--- src/rtl/if_stage_if.sv ---
// Instruction-memory bus between the fetch stage and the instruction ROM/cache.
//   addr  : fetch address (driven by the fetch stage, equals pc)
//   rdata : instruction word at addr, combinational read
// The master modport is used by if_stage; the slave modport by the memory.
interface if_stage_if;
    logic [31:0] addr;
    logic [31:0] rdata;

    modport master (output addr, input  rdata);
    modport slave  (input  addr, output rdata);
endinterface

--- src/rtl/if_stage.sv ---
// Instruction-fetch stage of the pipelined MIPS core.
// Holds the PC, selects the next PC (jr > jump > branch > pc+4), drives the
// instruction-memory address and registers the fetched word into IF/ID.
//
// Ports:
//   clk, rst_n           clock, asynchronous active-low reset
//   stall                hazard hold: freezes PC and IF/ID, redirects ignored
//   br_taken, pc_branch  ID-stage taken branch and its target
//   jump, pc_jump        J/JAL in ID and its target
//   jr, pc_jr            JR/JALR in ID and the forwarded rs value
//   imem                 instruction-memory bus (addr = pc, rdata combinational)
//   pc, pc4              current fetch PC and pc + 4
//   id_instr, id_pc,
//   id_pc4, id_valid     IF/ID pipeline register
//
// Configuration macro IF_FLUSH_EN: when defined, the instruction fetched on a
// redirect edge is squashed (NOP, id_valid = 0) instead of executing as a
// delay slot.
module if_stage #(
    parameter logic [31:0] RESET_PC = 32'h0000_3000
) (
    input  logic              clk,
    input  logic              rst_n,
    input  logic              stall,
    input  logic              br_taken,
    input  logic [31:0]       pc_branch,
    input  logic              jump,
    input  logic [31:0]       pc_jump,
    input  logic              jr,
    input  logic [31:0]       pc_jr,
    if_stage_if.master        imem,
    output logic [31:0]       pc,
    output logic [31:0]       pc4,
    output logic [31:0]       id_instr,
    output logic [31:0]       id_pc,
    output logic [31:0]       id_pc4,
    output logic              id_valid
);

    typedef enum logic {ST_RESET, ST_RUN} state_t;

    state_t      state_q, state_d;
    logic        load;
    logic        redirect;
    logic [31:0] target;
    logic [31:0] pc_next;

    assign pc4       = pc + 32'd4;
    assign imem.addr = pc;

    // The first edge after reset release already fetches RESET_PC into
    // IF/ID, so both states load whenever the hazard unit allows it.
    always_ff @(posedge clk or negedge rst_n) begin
        if (!rst_n) state_q <= ST_RESET;
        else        state_q <= state_d;
    end

    always_comb begin
        state_d = state_q;
        load    = 1'b0;
        case (state_q)
            ST_RESET: begin
                load    = !stall;
                state_d = ST_RUN;
            end
            ST_RUN: begin
                load    = !stall;
            end
            default: begin
                state_d = ST_RESET;
            end
        endcase
    end

    always_comb begin
        if (jr)            target = pc_jr;
        else if (jump)     target = pc_jump;
        else if (br_taken) target = pc_branch;
        else               target = pc4;
    end

    // Word-align whatever source was selected; low bits of pc_jr may be junk.
    assign pc_next  = target & ~32'd3;
    assign redirect = jr | jump | br_taken;

    always_ff @(posedge clk or negedge rst_n) begin
        if (!rst_n) begin
            pc       <= RESET_PC;
            id_instr <= 32'd0;
            id_pc    <= 32'd0;
            id_pc4   <= 32'd0;
            id_valid <= 1'b0;
        end else if (load) begin
            pc       <= pc_next;
            id_pc    <= pc;
            id_pc4   <= pc4;
`ifdef IF_FLUSH_EN
            id_instr <= redirect ? 32'd0 : imem.rdata;
            id_valid <= !redirect;
`else
            id_instr <= imem.rdata;
            id_valid <= 1'b1;
`endif
        end
    end

endmodule

--- src/flat_wrapper.sv ---
// flat-port wrapper written by rule: the top's interface ports become plain ports
module if_stage_flat 
#(
    parameter logic [31:0] RESET_PC = 32'h0000_3000
)
  (clk, rst_n, stall, br_taken, pc_branch, jump, pc_jump, jr, pc_jr, pc, pc4, id_instr, id_pc, id_pc4, id_valid, imem_addr, imem_rdata);
  if_stage_if imem_i ();
  input  logic clk;
  input  logic rst_n;
  input  logic stall;
  input  logic br_taken;
  input  logic [31:0] pc_branch;
  input  logic jump;
  input  logic [31:0] pc_jump;
  input  logic jr;
  input  logic [31:0] pc_jr;
  output logic [31:0] pc;
  output logic [31:0] pc4;
  output logic [31:0] id_instr;
  output logic [31:0] id_pc;
  output logic [31:0] id_pc4;
  output logic id_valid;
  output wire logic [$bits(imem_i.addr)-1:0] imem_addr;
  input wire logic [$bits(imem_i.rdata)-1:0] imem_rdata;
  assign imem_addr = imem_i.addr;
  assign imem_i.rdata = imem_rdata;
  if_stage #(.RESET_PC(RESET_PC)) u_core (.clk(clk), .rst_n(rst_n), .stall(stall), .br_taken(br_taken), .pc_branch(pc_branch), .jump(jump), .pc_jump(pc_jump), .jr(jr), .pc_jr(pc_jr), .imem(imem_i), .pc(pc), .pc4(pc4), .id_instr(id_instr), .id_pc(id_pc), .id_pc4(id_pc4), .id_valid(id_valid));
endmodule
--- config.mk ---
export PLATFORM = sky130hd
export DESIGN_NAME = if_stage_flat
export DESIGN_NICKNAME = d
export VERILOG_FILES = /design/src/rtl/if_stage_if.sv /design/src/rtl/if_stage.sv /design/src/flat_wrapper.sv
export SDC_FILE = /design/constraint.sdc
export NUM_CORES = 1
export LEC_CHECK = 0
export BUFFER_PORTS_ARGS = -buffer_cell sky130_fd_sc_hd__buf_4
export CORE_AREA = 2 2 127 129
export DETAILED_ROUTE_END_ITERATION = 6
export DIE_AREA = 0 0 129 131
export PLACE_DENSITY = 0.77
export SYNTH_ARGS = -nofsm -noshare
export SYNTH_HDL_FRONTEND = slang
export SYNTH_SLANG_ARGS = --single-unit
--- constraint.sdc ---
create_clock -name clk -period 3.7 [get_ports clk]
set_input_delay 0.555 -clock clk [delete_from_list [all_inputs] [get_ports clk]]
set_output_delay 0.555 -clock clk [all_outputs]
set_load 0.05 [all_outputs]
Yosys cells after proc, flatten, opt, wreduce, memory -nomap -nowiden
Cells that the tools add are included.
{"block": "word_totals", "ff_bits": 125, "inputBits": 134, "output_inout_bits": 193}
{"block": "op_classes", "addsub": 1, "mux": 3}
{"op": "32-bit 2-to-1 mux", "n": 3}
{"op": "32-bit by 3-bit adder with 32-bit output (second input constant)", "n": 1}

Longest topological paths before layout
{"block": "depth", "word_depth": 4, "depth_mapped": 7}

Worst setup path before layout
No wires, ideal clock.
{"block": "synth_timing", "kind": "register -> output", "start": "reg u_core.pc[11] (netlist: u_core.imem.addr[11])", "end": "out pc4[18]", "arrival_time_ps": 2793, "slack_ps": 352, "stages_incl_launch_ff": 7, "n_path_buf": 2, "path_cell_list": "dfrtp_1 -> buf_2 -> and4_1 -> and4_1 -> buf_2 -> nand2_1 -> o21ai_0"}
{"block": "synth_via", "elab_chain_len": 1}
{"item": "start, declared", "line": "if_stage.sv:32", "rtl": "output logic [31:0] pc,"}
{"item": "start signal, assigned", "line": "if_stage.sv:94", "rtl": "pc <= pc_next;"}
{"item": "32-bit by 3-bit adder with 32-bit output", "line": "if_stage.sv:48", "rtl": "assign pc4 = pc + 32'd4;"}
{"item": "end, declared", "line": "flat_wrapper.sv:18", "rtl": "output logic [31:0] pc4;"}
Every way passes these cells.

Final worst setup path
{"block": "layout_timing", "start": "reg u_core.pc[6] (netlist: u_core.imem.addr[6])", "end": "out pc4[24]"}
Same word-level chain as after synthesis.

==> flow_summary.toml <==
[floorplan]
dieWidth_um = 129
row_count = 46
initial_utilization_pct = 40.95
die_area_sq_um = 16900
die_y_um = 131
fp.coreArea_sq_um = 15600
boundaryPins = 327

[timing]
tightest_slew_ns = 0.8548
finalSetupViolCount = 0
rsz0062_at_grt = "no"
hold_ws_ns = 0.1939
worst_slack_ns = 0.3439
finClkSkew_ns = 0.007572
finalCriticalPeriod_ns = 3.356
tns_ns = 0
fin_crit_sh_pct = 90.70
fmax_mhz = 298.0
drv_slew = 0
maxSlewHeadroom_pct = 43.02
hold_viol_final = 0

[clock_tree]
worst_skew_pair.late_latency_ns = 0.41
htreeDepth = 4
clk_pin_slew_ns = 0.06
hold_buffers = 0
clkSinkCount = 123
cts_max_path_buffers = 2
cts_tree = "done"
numCtsBuffers = 17
cts_setup_buffers = 0
root_buffer = "clkbuf_16"
ctsResizeCount = 0

[global_routing]
grt_overflow_total = 0
grt_pass1_vias = 5596
grt_pass1_wl_mm = 31.16
grt_max_degree = 89
grt_util_all_layers_pct = 24.51
antenna_found_initial = 0

[logic_synthesis]
synth_cell_type_count = 57
synth-main-ff-cell = "dfrtp_1"
synthArstFlopShare_pct = 100.0
ys_ff_latch = 123
yosysSeqAreaShare_pct = 48.23
synth.avg_cell_area_sq_um = 10.79
syn_inst = 592
yosysWarnings = 0
syn-cell-area_sq_um = 6387
synth-edff-count = 0

[layout]
layout.cells.non_filler = 1089
num-nets-final = 996
diodes = 0
syn_to_final_growth_pct = 44.43
drive_gt1_share_pct = 51.55

[power_and_ir_drop]
power_density_nw_per_um2 = 596.6
ir_drop_mv = 0.3033
p_leak_nw = 4.247
p_int_mw = 3.254
clockPowerShare_pct = 30.0
comb_power_share_pct = 38.6
totalPowerFinal_mw = 5.503
swShare_pct = 40.87
p_seq_share_pct = 31.4
p_sw_mw = 2.249

[placed_design]
pre_cts_ws_ns = 0.8215
gp_congestion = 0.7828
port_buffers = 310
dp_cells = 1058
dp_hpwl_mm = 14.92

[detailed_routing]
drc_errors = 0
num_vias = 5759
viasPerCell = 5.288
ant_nets = 0
firstDrtPassIters = 5
wl_per_cell_um = 19.51
drt_iter0_markers = 341
wl_mm = 21.24

[worst_setup_path]
cp-end-kind = "primary output"
worst_ep_required_time_ns = 3.14
critPathLaunchType = "register"
critPathArrivalTime_ns = 2.80
worstSetupPathType = "register to primary output"
crit_path_max_fanout = 11

[run_status]
status = "finished, final reports clean"

[job]
drv_cap = 0

[worst_hold_path]
worst_hold_path_type = "input port to async pin"
## critical path, cell delays in order, from the launching register on
cell and delay [ns]:
dfrtp_1 0.52, and4_1 0.46, and4_1 0.56, nand4_1 0.25, xnor2_1 0.32, buf_4 0.26
## synthesized netlist by cell type, types with 4 or more instances
library cell	number	area share, %
nand4_1	15	1.5
nor3_1	6	0.47
o21ai_0	35	2.7
clkbuf_1	29	1.7
nand2_1	47	2.8
a221oi_1	8	1.1
buf_4	41	4.8
and3_1	5	0.49
inv_1	8	0.47
mux2i_1	9	1.4
and2_1	4	0.39
nor2_1	21	1.2
xor2_1	4	0.55
nand2b_1	7	0.69
o31a_1	5	0.69
a21oi_1	28	2.2
mux2_2	85	15
o221a_2	4	0.71
and4_1	5	0.69
nand3_1	6	0.47
o21a_1	6	0.71
a31oi_1	4	0.39
a211oi_1	4	0.47
buf_2	4	0.31
xnor2_1	22	3.0
o22ai_1	11	1.1
dfrtp_1	121	47
## metal layers
| layer | GRT usage [%] | wire [um] | vias up | share of wire (%) |
|---|---|---|---|---|
| met5 | 0 | 0 | - | 0 |
| met4 | 9.079 | 318 | 0 | 1.5 |
| met3 | 6.963 | 1669 | 22 | 7.9 |
| met2 | 42.02 | 10850 | 269 | 51 |
| met1 | 29.51 | 8404 | 2822 | 40 |
| li1 | - | - | 2646 | - |
## kinds of logic after synthesis
family	count (synthesis)	synth area share (%)
XOR/XNOR	26	3.565
adder cells (fa/ha/maj)	1	0.1959
other	1	0.05871
AND/OR/NAND/NOR	127	10.19
AO/OA/AOI/OAI	132	13.69
flip-flops	123	48.23
multiplexers	94	16.40
buffers and inverters	88	7.679
## path summary, 6_finish.rpt
path / startpoint / end / slack (ns) / depth (start not counted)
max reg2reg: u_core.imem.addr[6]$_DFFE_PN0N_ / u_core.id_pc4[24]$_DFFE_PN0N_ / 1.28 / 5
max: u_core.imem.addr[6]$_DFFE_PN0N_ / pc4[24] / 0.34 / 5
min: rst_n / u_core.id_pc[17]$_DFFE_PN0N_ / 0.19 / 1
min in group clk: imem_rdata[9] / u_core.id_instr[9]$_DFFE_PN0N_ / 0.37 / 2
min reg2reg: u_core.id_valid$_DFFE_PN0N_ / u_core.id_valid$_DFFE_PN0N_ / 0.48 / 1
max in group asynchronous: rst_n / u_core.imem.addr[9]$_DFFE_PN0N_ / 2.66 / 2
## flip-flops by register name (all words and copies together), names as in the netlist
| name | flops |
|---|---|
| u_core.id_instr | 32 |
| u_core.id_valid | 1 |
| u_core.id_pc | 30 |
| u_core.id_pc4 | 30 |
| u_core.imem.addr | 30 |
## stage by stage
step	utilization [%]	cell area [sq um]
after detailed placement	55.37	8637
final	59.14	9225
after global routing	59.14	9225
after floorplan	-	6421
after global placement	55.37	8637
after CTS	59.14	9225
## power groups by stage
| stage | registers, mW | clock network [mW] | logic [mW] |
|---|---|---|---|
| floorplan | 2.40 | 0 | 0.804 |
| global placement | 1.73 | 0 | 2.11 |
| detailed placement | 1.75 | 0 | 2.13 |
| CTS | 1.73 | 1.69 | 2.14 |
| global route | 1.75 | 1.73 | 2.21 |
| finish | 1.73 | 1.65 | 2.12 |
## placed cells by master, fill, tap and decap left out, types with 9 or more instances in the layout
cell type  Yosys  routed
buf_4         41     318
dfrtp_1      121     121
mux2_2        85      85
nand2_1       47      47
o21ai_0       35      35
a21oi_1       28      28
xnor2_1       22      22
nor2_1        21      21
clkbuf_16      0      17
nand4_1       15      15
o22ai_1       11      11
conb_1         1      10
mux2i_1        9       9
## area by class of cell
class                      count  area, sq um
inverter                      10        37.54
tap                          216        270.3
clock buffer                  21        470.5
sequential                   123         3080
multi-input combinational    390         2850
timing repair buffer         319         2399
fill                        1380         6372
clock inverter                10        117.6
Power figures use the tool's default switching activity.
